File: src/rtl/regfile_sb.sv
// regfile_sb: integer register file with a per-register busy scoreboard.
// NR_READ combinational read ports, one write port and one issue
// (reservation) port. Register 0 reads as zero and is never busy.
//
// Optional feature: define REGFILE_BYPASS_EN to forward a same-cycle write
// (wdata and a cleared busy bit) straight onto matching read ports.
//
// Issue handshake: a reservation of iss_rd happens on the rising clk edge
// where iss_valid && iss_ready. iss_ready is a pure function of iss_rd and
// the stored busy bits; it never looks at iss_valid. The requester may
// hold iss_valid high while iss_ready is low, and the reservation is then
// taken on the first edge where iss_ready is high.
module regfile_sb #(
  parameter int ADDR_WIDTH = 5,
  parameter int DATA_WIDTH = 32,
  parameter int NR_READ    = 2
) (
  input  logic                          clk,
  input  logic                          rst,
  input  logic [NR_READ*ADDR_WIDTH-1:0] raddr,
  input  logic [NR_READ-1:0]            rvalid,
  output logic [NR_READ*DATA_WIDTH-1:0] rdata,
  output logic [NR_READ-1:0]            rbusy,
  input  logic                          wen,
  input  logic [ADDR_WIDTH-1:0]         waddr,
  input  logic [DATA_WIDTH-1:0]         wdata,
  input  logic                          iss_valid,
  input  logic [ADDR_WIDTH-1:0]         iss_rd,
  output logic                          iss_ready,
  output logic [ADDR_WIDTH:0]           busy_cnt
);

  localparam int DEPTH = 1 << ADDR_WIDTH;
  localparam logic [ADDR_WIDTH:0] CNT_ONE = (ADDR_WIDTH + 1)'(1);

  logic [DATA_WIDTH-1:0] rf [DEPTH];
  logic [DEPTH-1:0]      busy;

  logic wr_hit;    // write that actually updates storage
  logic iss_acc;   // accepted reservation of a real register
  logic wr_clear;  // write that releases a register that was busy

  assign wr_hit  = wen && (waddr != '0);
  assign iss_acc = iss_valid && iss_ready && (iss_rd != '0);
  // A write and an accepted issue to the same register cannot make
  // wr_clear true: the issue is only accepted when that register is idle.
  assign wr_clear = wr_hit && busy[waddr];

  // Issue is WAW-safe: a destination that is still in flight stalls.
  assign iss_ready = (iss_rd == '0) || !busy[iss_rd];

  // Storage, busy bits and busy count; the issue set is applied after the
  // write clear so a same-cycle set on the same register wins.
  always_ff @(posedge clk or posedge rst) begin
    if (rst) begin
      for (int i = 0; i < DEPTH; i++) begin
        rf[i] <= '0;
      end
      busy     <= '0;
      busy_cnt <= '0;
    end else begin
      if (wr_hit) begin
        rf[waddr]   <= wdata;
        busy[waddr] <= 1'b0;
      end
      if (iss_acc) begin
        busy[iss_rd] <= 1'b1;
      end
      case ({iss_acc, wr_clear})
        2'b10:   busy_cnt <= busy_cnt + CNT_ONE;
        2'b01:   busy_cnt <= busy_cnt - CNT_ONE;
        default: busy_cnt <= busy_cnt;
      endcase
    end
  end

  for (genvar g = 0; g < NR_READ; g++) begin : g_read
    logic [ADDR_WIDTH-1:0] addr;
    logic [DATA_WIDTH-1:0] data;
    logic                  bsy;

    assign addr = raddr[g*ADDR_WIDTH +: ADDR_WIDTH];

    // Read port: zero for an invalid operand or x0, else stored (or bypassed) value.
    always_comb begin
      data = '0;
      bsy  = 1'b0;
      if (rvalid[g] && (addr != '0)) begin
`ifdef REGFILE_BYPASS_EN
        if (wr_hit && (waddr == addr)) begin
          data = wdata;
          bsy  = 1'b0;
        end else begin
          data = rf[addr];
          bsy  = busy[addr];
        end
`else
        data = rf[addr];
        bsy  = busy[addr];
`endif
      end
    end

    assign rdata[g*DATA_WIDTH +: DATA_WIDTH] = data;
    assign rbusy[g]                          = bsy;
  end

endmodule

File: config.mk
export PLATFORM = sky130hd
export DESIGN_NAME = regfile_sb
export DESIGN_NICKNAME = d
export VERILOG_FILES = /design/src/rtl/regfile_sb.sv
export SDC_FILE = /design/constraint.sdc
export NUM_CORES = 2
export LEC_CHECK = 0
export ABC_CLOCK_PERIOD_IN_PS = 37000
export CAP_MARGIN = 0
export CELL_PAD_IN_SITES_DETAIL_PLACEMENT = 0
export CELL_PAD_IN_SITES_GLOBAL_PLACEMENT = 1
export CORE_MARGIN = 5
export CORE_UTILIZATION = 47
export CTS_CLUSTER_SIZE = 40
export DETAILED_ROUTE_END_ITERATION = 16
export PLACE_DENSITY_LB_ADDON = 0.25
export SETUP_SLACK_MARGIN = 0.05
export SLEW_MARGIN = 10
export SYNTH_ARGS = -nofsm -noshare
export SYNTH_HDL_FRONTEND = slang
export SYNTH_SLANG_ARGS = --single-unit
File: constraint.sdc
create_clock -name clk -period 37 [get_ports clk]
set_input_delay 5.55 -clock clk [delete_from_list [all_inputs] [get_ports clk]]
set_output_delay 5.55 -clock clk [all_outputs]
set_load 0.01 [all_outputs]
# ---- Yosys cells after proc, flatten, opt, wreduce, memory -nomap -nowiden
# Cells that the tools add are included.
dict set report totals {
  reg_bits 1062
  inputBits 58
  output_inout_bits 73
  elab_cells 99
}
dict set report classes {
  n_addsub 2
  order_cmp 10
  eq_ne 2
  n_mux 28
  n_bitwise 6
  n_reduce_logical 17
}
# operator count
set ops {}
lappend ops {{bitwise mux 1024 bit} 1}
lappend ops {{binary-select mux 32 bit (select 5 bit)} 2}
lappend ops {{2-to-1 mux 32 bit} 9}
lappend ops {{demux 32 bit (select 5 bit)} 1}
lappend ops {{bitwise AND 32 bit} 1}
lappend ops {{NOT 32 bit} 1}
lappend ops {{bitwise OR 32 bit} 1}
lappend ops {{less-than comparator 5 x 6 -> 1 bit, second input constant} 4}
lappend ops {{binary-select mux 1 bit (select 5 bit)} 4}
lappend ops {{nonzero test 5 bit} 4}
lappend ops {{greater-or-equal comparator 6 bit, second input constant} 3}
lappend ops {{NOT 5 -> 6 bit} 3}
lappend ops {{case mux 6 bit (2 select lines)} 1}
lappend ops {{demux 1 bit (select 5 bit)} 2}
lappend ops {{greater-or-equal comparator 5 x 1 -> 1 bit, second input constant} 2}
lappend ops {{logical AND 1 bit} 9}
lappend ops {{2-to-1 mux 1 bit} 8}
lappend ops {{adder 6 x 1 -> 6 bit, second input constant} 1}
lappend ops {{less-than comparator 6 x 1 -> 1 bit, second input constant} 1}
lappend ops {{subtractor 6 x 1 -> 6 bit, second input constant} 1}
lappend ops {{zero test 5 bit} 1}
lappend ops {{equality test 2 x 1 -> 1 bit, second input constant} 1}
lappend ops {{equality test 2 bit, second input constant} 1}
lappend ops {{nonzero test 2 bit} 1}
lappend ops {{2 further kinds} 2}

# ---- Logic depth before layout (Yosys ltp)
dict set report logic_depth {
  depth_word 9
  depth_mapped 14
  mapped_depth_nobuf 12
}

# ---- Worst setup path before layout
# OpenSTA, ideal clock, no wires.
dict set report synth_path {
  path_kind {input -> output}
  from {in raddr[0]}
  to {out rdata[0]}
  arrival_ns 7.327
  required_time_ns 31.450
  slack_ns 24.123
  path_stages 6
  path_buffers 3
  cell_sequence {buf_2 -> buf_2 -> buf_2 -> mux4_2 -> a221oi_1 -> o22ai_1}
}
dict set report synth_via {
  elab_chain_cells 5
  elab_cells_between_ends 7
  classes_between {4 x mux; 1 x bitwise; 2 x reduce/logical}
}
# item line_no
set synth_rtl {}
lappend synth_rtl {{from (decl)} 20} ;# input logic [NR_READ*ADDR_WIDTH-1:0] raddr,
lappend synth_rtl {{NOT 5 -> 6 bit (not written as such)} 98} ;# data = rf[addr];
lappend synth_rtl {{binary-select mux 32 bit (select 5 bit)} 98}
lappend synth_rtl {{2-to-1 mux 32 bit (not written as such) (2 in series)} 98}
lappend synth_rtl {{2-to-1 mux 32 bit (*)} 88} ;# if (rvalid[g] && (addr != '0)) begin
lappend synth_rtl {{to (decl)} 22} ;# output logic [NR_READ*DATA_WIDTH-1:0] rdata,
# Mark *: on every way between the ends. The rest lies on a longest branch, timed or not. The select of a mux whose other input is x is not followed.

# ---- Final worst setup path
dict set report layout_path {
  from {in raddr[5]}
  to {out rdata[62]}
}
# Same word-level chain as after synthesis.

==> flow_summary_export.csv <==
group,metric,value,unit
clock_network,clock_latency,0.72,ns
sta,finalCritPeriodShare,45.0,%
die,die_h,357,um
drt,drtAntennaViolNets,0,
die,die_w,357,um
sta,fin_crit,16.66,ns
place,place_congestion,0.796,
die,fp-row-count,127,
clock_network,cts-root-buf,"clkbuf_16",
synthesis,synth_top_cell_area_share,47.1,%
drt,wl_per_cell,34.1,um
grt,grt_usage,29.1,%
synthesis,yosysUniqueCellTypes,54,
place,dp_hpwl,102,mm
setup_path,critPathMaxFanout,99,
setup_path,cp-start-kind,"primary input",
clock_network,cts_setup_buffers,0,
sta,tns,0,ns
synthesis,synth_top_cells_by_area,"dfrtp_1 47%, mux2_2 20%, mux4_2 16%, mux2i_1 4.8%, a211oi_1 2.1%",
sta,relSlewSlack,19.3,%
drt,drt_first_pass_iters,5,
layout,nFillCells,10059,
drt,via_per_inst,6.80,
sta,rsz0062_at_grt,"false",
drt,drt_iter0_markers,4112,
drt,drcViolationCount,0,
synthesis,synth-edff-count,0,
synthesis,async_reset_ff_share,100,%
sta,finalSetupViolCount,0,
die,initial_core_util,47.2,%
layout,syn_to_final_growth,11.8,%
synthesis,synth_seq_cells,1062,
setup_path,cp-end-kind,"output pin",
synthesis,syn_nets,3937,
synthesis,synthCells,3873,
synthesis,ys_seq_area_share,47.1,%
setup_path,critPathKind,"in -> out",
layout,multiInputGateArea,28200,um^2
layout,seq_area,26600,um^2
clock_network,cts_tree,"done",
clock_network,clockBufferDepth,3,
power_and_ir_drop,irDropWorstVdd,0.0421,mV
grt,antenna_found_initial,25,
sta,fin_skew,0.0132,ns
sta,fmax,60.0,MHz
die,pin_count,131,
synthesis,yosysTopAreaCell,"dfrtp_1",
layout,nets,3826,
clock_network,cts_made_buffers,117,
power_and_ir_drop,powerDensity,55.6,nW/um^2
run,drv_cap,0,
sta,tightest_slew,1.21,ns
synthesis,ys.warnings.count,0,
layout,layout-drive-gt1-share,45.6,%
synthesis,ys.flop_type,"dfrtp_1",
min_path,hold_class,"reg -> reg",
clock_network,cts_max_level,3,
sta,final_max_slew_viol_count,0,
clock_network,clkTransAtPathRegs,0.06,ns
clock_network,postCtsHoldBufs,0,
setup_path,cp.arrival,11.11,ns
place,dpl_worst_slack,20.34,ns
grt,grt_max_degree,163,
grt,grt_overflow,0,
clock_network,post_cts_resized,0,
die,core-area,120000,um^2
clock_network,cts_sinks,1062,
synthesis,avgSynthCellArea,14.6,um^2
power_and_ir_drop,p_leak,0.0269,uW
die,die_area,127000,um^2
drt,vias,37308,
sta,hold_violations,0,
grt,grt_first_pass_wirelength,271,mm
run_status,status,"complete, no violations",
place,port_buffers,130,
setup_path,cp.required,31.45,ns
synthesis,synthesis.area,56500,um^2
sta,fin_ws,20.34,ns
drt,drt_wl_total,187,mm
grt,grt_pass1_vias,38092,
layout by cell type, fill, tap and decap left out, types with 5 or more instances in the layout:
master,count
nor2_4,17
mux2i_1,268
a21oi_1,34
nand2_4,9
bufinv_16,17
buf_4,83
o22ai_1,71
mux2_2,997
ha_1,5
clkdlybuf4s50_1,123
clkinv_2,26
clkbuf_8,28
nand3_1,5
nand3b_1,9
a211oi_1,156
nor3b_1,8
a22oi_1,73
a32o_1,9
dfrtp_1,1062
a211o_1,9
a22o_1,60
diode_2,9
nand2_1,27
clkbuf_1,20
clkbuf_16,118
inv_1,10
o221ai_1,68
a21boi_0,9
nor2_1,5
mux4_2,408
o21ai_0,36
nand2_2,8
registers in the layout (all words and copies together) (netlist names):
register,flops
busy,32
busy_cnt,6
rf,1024
cell families after synthesis:
family,share of synthesized area [%]
simple gates,1.16
flops,47.1
mux,40.9
xor+xnor,0.0621
compound gates,7.16
fa+ha+maj,0.146
buf+inv,3.47
through the flow:
| step | util (%) | hold slack [ns] | instances | area [um^2] | power, uW |
|---|---|---|---|---|---|
| 2_1_floorplan | - | 0.441 | 3873 | 56500 | 2060 |
| 3_3_place_gp | 49.2 | 0.381 | 5252 | 58800 | 2230 |
| 3_5_place_dp | 49.2 | 0.386 | 5255 | 58900 | 2260 |
| 4_1_cts | 52.7 | 0.400 | 5475 | 63100 | 3520 |
| 5_1_grt | 52.7 | 0.409 | 5479 | 63100 | 3650 |
| 6_report | 52.7 | 0.399 | 5484 | 63100 | 3510 |
per-layer routing:
metal | GRT usage [%] | up-vias | wire length, um
met2 | 44.5 | 1751 | 84900
met1 | 42.3 | 20260 | 79900
met5 | 0 | - | 34
li1 | - | 14941 | -
met4 | 8.43 | 4 | 6060
met3 | 6.40 | 352 | 15900
path summary, 6_finish.rpt:
kind                               start     endpoint  slack (ns)  depth (start not counted)
worst max-delay path            raddr[5]    rdata[62]       20.34                          9
worst min-delay path            rf[1006]     rf[1006]        0.40                          0
worst max register to register  busy[28]  busy_cnt[5]       33.51                         10
worst min register to register  rf[1006]     rf[1006]        0.40                          0
max in group asynchronous            rst      rf[779]       27.86                          6
min in group asynchronous            rst      rf[774]        5.38                          2
Yosys cell counts, types with 11 or more instances:
cell type	n
a211oi_1	160
a21oi_1	34
a22o_1	60
a22oi_1	73
buf_1	44
buf_2	122
buf_4	22
clkbuf_1	257
dfrtp_1	1062
inv_1	11
mux2_2	997
mux2i_1	268
mux4_2	408
nand2_1	44
nor2_1	23
o21ai_0	36
o221ai_1	68
o22ai_1	71
critical path, stage by stage:
cell and delay (ns):
buf_8 0.58, buf_4 0.78, buf_4 0.87, buf_12 0.66
mux4_2 0.38, a22o_1 0.14, a211oi_1 0.06, a211oi_1 0.94
clkdlybuf4s50_1 0.74
where the power goes:
part	total, uW	switching (uW)	internal [uW]	leakage (uW)
clock	1260	503	760	0.00207
sequential	1550	169	1390	0.0136
combinational	690	285	406	0.0112
total	3510	956	2550	0.0269
area by class of cell:
type	instances	share of cell area [%]
antenna	9	0.0357
clock buffer	166	5.41
clock inverter	54	1.24
inverter	11	0.0773
multi-input combinational	2354	44.7
sequential	1062	42.1
tap	1612	3.20
timing repair buffer	216	3.19
No activity file was read; power rests on OpenSTA's default activity.
